<file path="src/rtl/imem_loader_pkg.sv">
// Shared types and constants for the byte-stream instruction-memory loader.
package imem_loader_pkg;

  localparam int unsigned BYTES_PER_WORD = 4;
  localparam int unsigned HDR_BYTES      = 2;
  localparam int unsigned LANE_W         = 2;

  typedef enum logic [2:0] {
    HDR_LO,
    HDR_HI,
    BYTE,
    WRITE,
    CSUM,
    DONE,
    ERR
  } state_t;

endpackage

</file>
<file path="src/rtl/imem_loader_word_assembler.sv">
// Packs little-endian stream bytes into one instruction word.
// Lane counter and word_full flag clear when the word is written out.
module word_assembler
  import imem_loader_pkg::*;
(
  input  logic                        clk,
  input  logic                        rst,
  input  logic                        shift_en,
  input  logic                        clear,
  input  logic [7:0]                  byte_data,
  output logic                        last_lane_c,
  output logic [8*BYTES_PER_WORD-1:0] word_c
);

  localparam int unsigned WORD_W = 8 * BYTES_PER_WORD;

  logic [LANE_W-1:0] lane;
  logic [WORD_W-1:0] data;
  logic              word_full;

  // Shift accepted bytes into their lane; hold off once the word is full.
  always_ff @(posedge clk or posedge rst) begin
    if (rst) begin
      lane      <= '0;
      data      <= '0;
      word_full <= 1'b0;
    end else if (clear) begin
      lane      <= '0;
      word_full <= 1'b0;
    end else if (shift_en && !word_full) begin
      data[8*lane +: 8] <= byte_data;
      lane              <= lane + LANE_W'(1);
      if (lane == LANE_W'(BYTES_PER_WORD - 1)) begin
        word_full <= 1'b1;
      end
    end
  end

  // Word as it will look once the byte on the input is taken.
  always_comb begin
    word_c            = data;
    word_c[8*lane +: 8] = byte_data;
  end

  assign last_lane_c = (lane == LANE_W'(BYTES_PER_WORD - 1)) && !word_full;

endmodule

</file>
<file path="src/rtl/imem_loader.sv">
// Byte-stream program loader: header N, then N little-endian words written
// to consecutive imem addresses; the core stays in reset until the load ends.
// Optional trailing XOR checksum byte: define IMEM_LOADER_CHECKSUM_EN.
module imem_loader
  import imem_loader_pkg::*;
#(
  parameter int unsigned AddressWidth = 10,
  parameter int unsigned DataWidth    = 32
) (
  input  logic                    clk_i,
  input  logic                    rst_i,
  input  logic                    byte_valid_i,
  input  logic [7:0]              byte_data_i,
  output logic                    byte_ready_o,
  output logic                    imem_ld_o,
  output logic [AddressWidth-1:0] imem_ld_addr_o,
  output logic [DataWidth-1:0]    imem_ld_data_o,
  output logic                    core_rst_o,
  output logic                    done_o,
  output logic                    err_o
);

  localparam int unsigned IDX_W    = AddressWidth + 1;
  localparam int unsigned HDR_W    = 8 * HDR_BYTES;
  localparam int unsigned CAPACITY = 1 << AddressWidth;

`ifdef IMEM_LOADER_CHECKSUM_EN
  localparam state_t AFTER_IMAGE = CSUM;
`else
  localparam state_t AFTER_IMAGE = DONE;
`endif

  state_t               state;
  state_t               state_next;
  logic                 accept_c;
  logic [HDR_W-1:0]     n_words;
  logic [HDR_W-1:0]     hdr_n_c;
  logic [IDX_W-1:0]     idx;
  logic [IDX_W-1:0]     idx_inc_c;
  logic                 last_word_c;
  logic                 last_lane_c;
  logic [DataWidth-1:0] word_c;
`ifdef IMEM_LOADER_CHECKSUM_EN
  logic [7:0]           csum;
`endif

  // Stream handshake is a pure function of state.
  assign byte_ready_o = (state == HDR_LO) || (state == HDR_HI) ||
                        (state == BYTE)   || (state == CSUM);
  assign accept_c     = byte_valid_i && byte_ready_o;
  assign hdr_n_c      = {byte_data_i, n_words[7:0]};
  assign idx_inc_c    = idx + IDX_W'(1);
  assign last_word_c  = (32'(idx_inc_c) == 32'(n_words));

  // Byte lanes of the word under assembly.
  word_assembler u_word_assembler (
    .clk         (clk_i),
    .rst         (rst_i),
    .shift_en    (accept_c && (state == BYTE)),
    .clear       (state == WRITE),
    .byte_data   (byte_data_i),
    .last_lane_c (last_lane_c),
    .word_c      (word_c)
  );

  // State register.
  always_ff @(posedge clk_i or posedge rst_i) begin
    if (rst_i) begin
      state <= HDR_LO;
    end else begin
      state <= state_next;
    end
  end

  // Next-state logic.
  always_comb begin
    state_next = state;
    case (state)
      HDR_LO: if (accept_c) state_next = HDR_HI;
      HDR_HI: begin
        if (accept_c) begin
          if (32'(hdr_n_c) > CAPACITY) begin
            state_next = ERR;
          end else if (hdr_n_c == '0) begin
            state_next = AFTER_IMAGE;
          end else begin
            state_next = BYTE;
          end
        end
      end
      BYTE:   if (accept_c && last_lane_c) state_next = WRITE;
      WRITE:  state_next = last_word_c ? AFTER_IMAGE : BYTE;
`ifdef IMEM_LOADER_CHECKSUM_EN
      CSUM:   if (accept_c) state_next = (byte_data_i == csum) ? DONE : ERR;
`endif
      DONE:   state_next = DONE;
      ERR:    state_next = ERR;
      default: state_next = HDR_LO;
    endcase
  end

  // Registered outputs, header length and word index.
  always_ff @(posedge clk_i or posedge rst_i) begin
    if (rst_i) begin
      imem_ld_o      <= 1'b0;
      imem_ld_addr_o <= '0;
      imem_ld_data_o <= '0;
      core_rst_o     <= 1'b1;
      done_o         <= 1'b0;
      err_o          <= 1'b0;
      n_words        <= '0;
      idx            <= '0;
    end else begin
      imem_ld_o  <= (state_next == WRITE);
      core_rst_o <= (state_next != DONE);
      done_o     <= (state_next == DONE);
      err_o      <= (state_next == ERR);
      if (accept_c && (state == HDR_LO)) n_words[7:0]  <= byte_data_i;
      if (accept_c && (state == HDR_HI)) n_words[15:8] <= byte_data_i;
      if (accept_c && (state == BYTE) && last_lane_c) begin
        imem_ld_addr_o <= idx[AddressWidth-1:0];
        imem_ld_data_o <= word_c;
      end
      if (state == WRITE) idx <= idx_inc_c;
    end
  end

`ifdef IMEM_LOADER_CHECKSUM_EN
  // Running XOR over header and data bytes.
  always_ff @(posedge clk_i or posedge rst_i) begin
    if (rst_i) begin
      csum <= '0;
    end else if (accept_c && ((state == HDR_LO) || (state == HDR_HI) || (state == BYTE))) begin
      csum <= csum ^ byte_data_i;
    end
  end
`endif

endmodule

</file>
<file path="config.mk">
export PLATFORM = sky130hd
export DESIGN_NAME = imem_loader
export DESIGN_NICKNAME = d
export VERILOG_FILES = /design/src/rtl/imem_loader_pkg.sv /design/src/rtl/imem_loader_word_assembler.sv /design/src/rtl/imem_loader.sv
export SDC_FILE = /design/constraint.sdc
export NUM_CORES = 1
export LEC_CHECK = 0
export CAP_MARGIN = 20
export CORE_ASPECT_RATIO = 1.2
export CORE_MARGIN = 2
export CORE_UTILIZATION = 56
export CTS_CLUSTER_SIZE = 14
export DETAILED_ROUTE_END_ITERATION = 8
export HOLD_SLACK_MARGIN = 0.02
export PLACE_DENSITY = 0.78
export SETUP_SLACK_MARGIN = 0.2
export SYNTH_ARGS = -nofsm -noshare
export SYNTH_HDL_FRONTEND = slang
export SYNTH_HIERARCHICAL = 1
export SYNTH_SLANG_ARGS = --single-unit
</file>
<file path="constraint.sdc">
create_clock -name clk_i -period 2.7 [get_ports clk_i]
set_input_delay 0.54 -clock clk_i [delete_from_list [all_inputs] [get_ports clk_i]]
set_output_delay 0.54 -clock clk_i [all_outputs]
set_load 0.1 [all_outputs]
</file>
==> results <==
- The worst slack on hold paths is 484.5 ps.
- For this block, the initial DRC count from the detailed router was 196.
- The critical setup path kind is flop to flop.
- STA puts the critical path data arrival time at 2650 ps.
- The number of endpoints failing setup at the final stage is 0.
- The total global routing track utilization is 0.2472.
- Of the total synthesized cell area, the portion taken by AND, OR, NAND and NOR gates is 0.1971.
- The biggest area consumer among synthesized cells is sky130_fd_sc_hd__dfrtp_1.
- During placement, the flow inserted port buffers numbering 57.
- After clock tree synthesis, the flow added hold-fix buffers numbering 0.
- A synthesized cell averages 9.630 sq um.
- Max-cap violations in this run came to 0.
- The height of the die is 110.6 microns.
- Setup repair after global routing left no endpoint under its margin.
- In the synthesized netlist the dominant register cell turns out to be sky130_fd_sc_hd__dfrtp_1.
- The post-synthesis async set-or-reset flop share is 1.000.
- The final antenna-violating net count is 0.
- Of the synthesized area, sequential elements account for 0.5237.
- Of all nets on the critical path, the largest fanout is 7.
- Adding up every negative setup slack in the final design gives 0 ps.
- The netlist area before placement is 5306 sq um.
- The library cells used most frequently in the layout, excluding fill and tap cells, are sky130_fd_sc_hd__nand2_1 (160), sky130_fd_sc_hd__dfrtp_1 (110), sky130_fd_sc_hd__buf_4 (64).
- The reg-to-reg startpoint is idx[0]$_DFFE_PP0P_.
- The total iterations of the first detailed-routing run is 4.
- In this run the tightest slew margin relative to its limit is 0.6453.
- The run finished with clean final reports.
- The initial antenna violation count came to 0.
- STA classifies the critical path startpoint as a flop.
- The post-route clock skew is 11.31 ps.
- The clock sink count is 111.
- The total overflow reported by the global router is 0.
- In the routed layout, each cell is associated on average with a via count of 5.576.
- Of the total synthesized cell area, the portion taken by XOR and XNOR cells is 0.04126.
- The number of synthesized register bits is 111.
- The worst-case clock buffer depth is 2.
- The count of final max-slew check failures is 0.
- The achievable clock frequency is 420.6 MHz.
- At the worst endpoint, the required time is 2970 ps.
- The initial utilization of the core area, before any placement, comes to 0.5813.
- The critical path endpoint category is a flop.
- The path category of the worst min-delay check is flop to flop.
- Clock latency on the worst-skew pair, taken at its later pin, is 380 ps.
- The post-route DRC violation count is 0.
- For this block, the via count after detailed routing is 4098.
- The fraction of synthesized area in multiplexers is 0.02947.
- Post-CTS repair changed the size of 0 cells.
- The first global-routing pass estimated 20000 microns of wire.
- For this design the static power due to leakage is 3.001 nW.
- The clock tree from TritonCTS is yes.
- Of the cells placed in the final design, the portion with a size suffix greater than 1 is 0.1837.
- Post-CTS timing repair inserted 0 buffers for setup.
- Synthesis produced a netlist with a net count of 569.
- The wire length after detailed routing is 12050 microns.
- Routability-driven placement finished with a final weighted congestion of 0.8940.
- The area growth from synthesis to layout is 15.61%.
- The critical path capture point is state[1]$_DFF_PP0_.
- Tracing the worst setup path back leads to its startpoint at idx[0]$_DFFE_PP0P_.
- In this run the register-to-register setup slack is 320 ps.
- The most frequent standard cell in the layout excluding fill and tap cells is sky130_fd_sc_hd__nand2_1.
- The smallest clock period supported by the final layout is computed as 2378 ps.
- In this run the horizontal extent of the chip is 92.86 microns.
- The sum of net half-perimeters after detailed placement is 8575 microns.
- The main combinational cell family by area after synthesis is simple AND/OR/NAND/NOR gates.
- VDD sags by at most 0.0002561 V.
- The worst register-to-register path ends at state[1]$_DFF_PP0_.
- The Yosys step of the flow raised 6 warnings.
- Clock-pin slew was measured on the worst setup and hold paths at 100 ps.
- The average wire per cell in the routed design is 16.39 microns.
- The fraction of the mapped netlist area in compound gates came to 0.1351.
- The H-tree generated during clock tree synthesis spans 3 levels.
- The number of global-route vias before repair came to 3957.
- The cell count of the worst reg-to-reg path is 7.
- In the final design database the tool counted 628 nets.
- The synthesized-area fraction occupied by adder cells is 0.01651.
- The count of unique library cells instantiated by Yosys is 58.
- The number of buffers inserted during clock tree synthesis is 9.
- In the finished design, the share of the clock period the worst path needs comes to 0.8806.
- The overall die area is 10270 sq um.
- The maximum number of pins on one net before global-route repair is 41.
- The number of top-level pins is 58.
- Sorting the synthesized cells by area gives the leading types as sky130_fd_sc_hd__dfrtp_1 (52%), sky130_fd_sc_hd__nand2_1 (11%), sky130_fd_sc_hd__a22o_1 (4.6%).
- Power spread over the standard cell area amounts to 449.9 nW/um^2.
- The number of flops mapped to enable cells by yosys is 0.
- The share of synthesized area in the top cell type comes to 0.5187.
- For the pin with the worst max-slew slack, the measured transition is 531.3 ps.
- The initialized floorplan defines 38 standard-cell rows.
- The root buffer cell is sky130_fd_sc_hd__clkbuf_8.
- The antenna diode count is 0.
- The cell count after synthesis is 551.
- The final count of hold timing violations came to 0.
- The core region area is 9129 sq um.
[per-layer routing]
metal,wire [microns],GRT usage
met5,0,0
met3,478,0.04161
met4,267,0.09020
met2,6030,0.4058
met1,5270,0.3300
[report_power, final]
part	internal, mW	switching, mW
Sequential	1.67	0.00755
Combinational	0.0437	0.0733
Clock	0.395	0.573
Total	2.11	0.654
[state kept, by name (all words and copies together) (netlist names), 2 cells and up]
name,cells
state,3
imem_ld_addr_o,10
u_word_assembler/data,32
u_word_assembler/lane,2
imem_ld_data_o,32
n_words,16
idx,11
[layout make-up]
class / instances / area, sq um
sequential: 111 / 2779
clock buffer: 11 / 151.4
fill: 733 / 2994
tap: 120 / 150.1
timing repair buffer: 77 / 640.6
inverter: 39 / 146.4
multi-input combinational: 372 / 2226
clock inverter: 5 / 41.29
[through the flow]
stage | instances | instance area [sq um] | setup WS (ps) | total power [mW] | util
finish | 735 | 6135 | 322.4 | 2.760 | 0.6720
global route | 735 | 6135 | 231.5 | 2.859 | 0.6720
CTS | 735 | 6135 | 372.0 | 2.779 | 0.6720
detailed placement | 719 | 5942 | 224.6 | 1.826 | 0.6509
global placement | 719 | 5942 | 283.4 | 1.822 | 0.6509
floorplan | 551 | 5306 | 223.3 | 1.766 | -
[cell usage after synthesis, types with 2 or more instances]
library cell,n
sky130_fd_sc_hd__nand4_2,2
sky130_fd_sc_hd__buf_6,2
sky130_fd_sc_hd__inv_1,38
sky130_fd_sc_hd__or4_1,2
sky130_fd_sc_hd__o21ai_0,30
sky130_fd_sc_hd__dfrtp_1,110
sky130_fd_sc_hd__xor2_1,7
sky130_fd_sc_hd__and2_1,3
sky130_fd_sc_hd__mux2_2,13
sky130_fd_sc_hd__nand2b_1,5
sky130_fd_sc_hd__nand3_1,5
sky130_fd_sc_hd__xnor2_1,18
sky130_fd_sc_hd__nor2_1,14
sky130_fd_sc_hd__nor4_1,4
sky130_fd_sc_hd__nand4bb_1,2
sky130_fd_sc_hd__o211ai_1,2
sky130_fd_sc_hd__a21oi_1,4
sky130_fd_sc_hd__a211o_1,2
sky130_fd_sc_hd__buf_2,4
sky130_fd_sc_hd__a22o_1,28
sky130_fd_sc_hd__ha_1,7
sky130_fd_sc_hd__o2bb2ai_1,12
sky130_fd_sc_hd__o22ai_1,8
sky130_fd_sc_hd__buf_4,7
sky130_fd_sc_hd__nand2_1,160
sky130_fd_sc_hd__nor3_2,2
sky130_fd_sc_hd__nor2b_1,6
sky130_fd_sc_hd__clkbuf_1,16
sky130_fd_sc_hd__nor3_1,9
[logic make-up after synthesis]
| kind of cell | after synthesis |
|---|---|
| AO/OA/AOI/OAI | 98 |
| adder cells (fa/ha/maj) | 7 |
| AND/OR/NAND/NOR | 228 |
| buffers and inverters | 68 |
| flip-flops | 111 |
| multiplexers | 14 |
| XOR/XNOR | 25 |
[worst max-delay path, cell delays in order (launching register included)]
cell	delay (ps)
sky130_fd_sc_hd__dfrtp_1	510
sky130_fd_sc_hd__ha_1	240
sky130_fd_sc_hd__nand3_2	170
sky130_fd_sc_hd__or2_1	290
sky130_fd_sc_hd__o31ai_1	280
sky130_fd_sc_hd__o2111a_1	230
sky130_fd_sc_hd__o2111ai_2	210
sky130_fd_sc_hd__a211o_1	350
[worst min path at each step]
stage                                                     start                                     to  slack, ps  cells after the start
after CTS                        imem_ld_data_o[18]$_DFFE_PP0P_         imem_ld_data_o[18]$_DFFE_PP0P_        490                      2
after global placement            imem_ld_addr_o[6]$_DFFE_PP0P_          imem_ld_addr_o[6]$_DFFE_PP0P_        460                      2
after floorplan           u_word_assembler/data[15]$_DFFE_PP0P_  u_word_assembler/data[15]$_DFFE_PP0P_        460                      1
after detailed placement         imem_ld_data_o[20]$_DFFE_PP0P_         imem_ld_data_o[20]$_DFFE_PP0P_        460                      2
final                            imem_ld_data_o[18]$_DFFE_PP0P_         imem_ld_data_o[18]$_DFFE_PP0P_        480                      2
after global routing             imem_ld_data_o[24]$_DFFE_PP0P_         imem_ld_data_o[24]$_DFFE_PP0P_        500                      2
(Power assumes the default switching activity.)
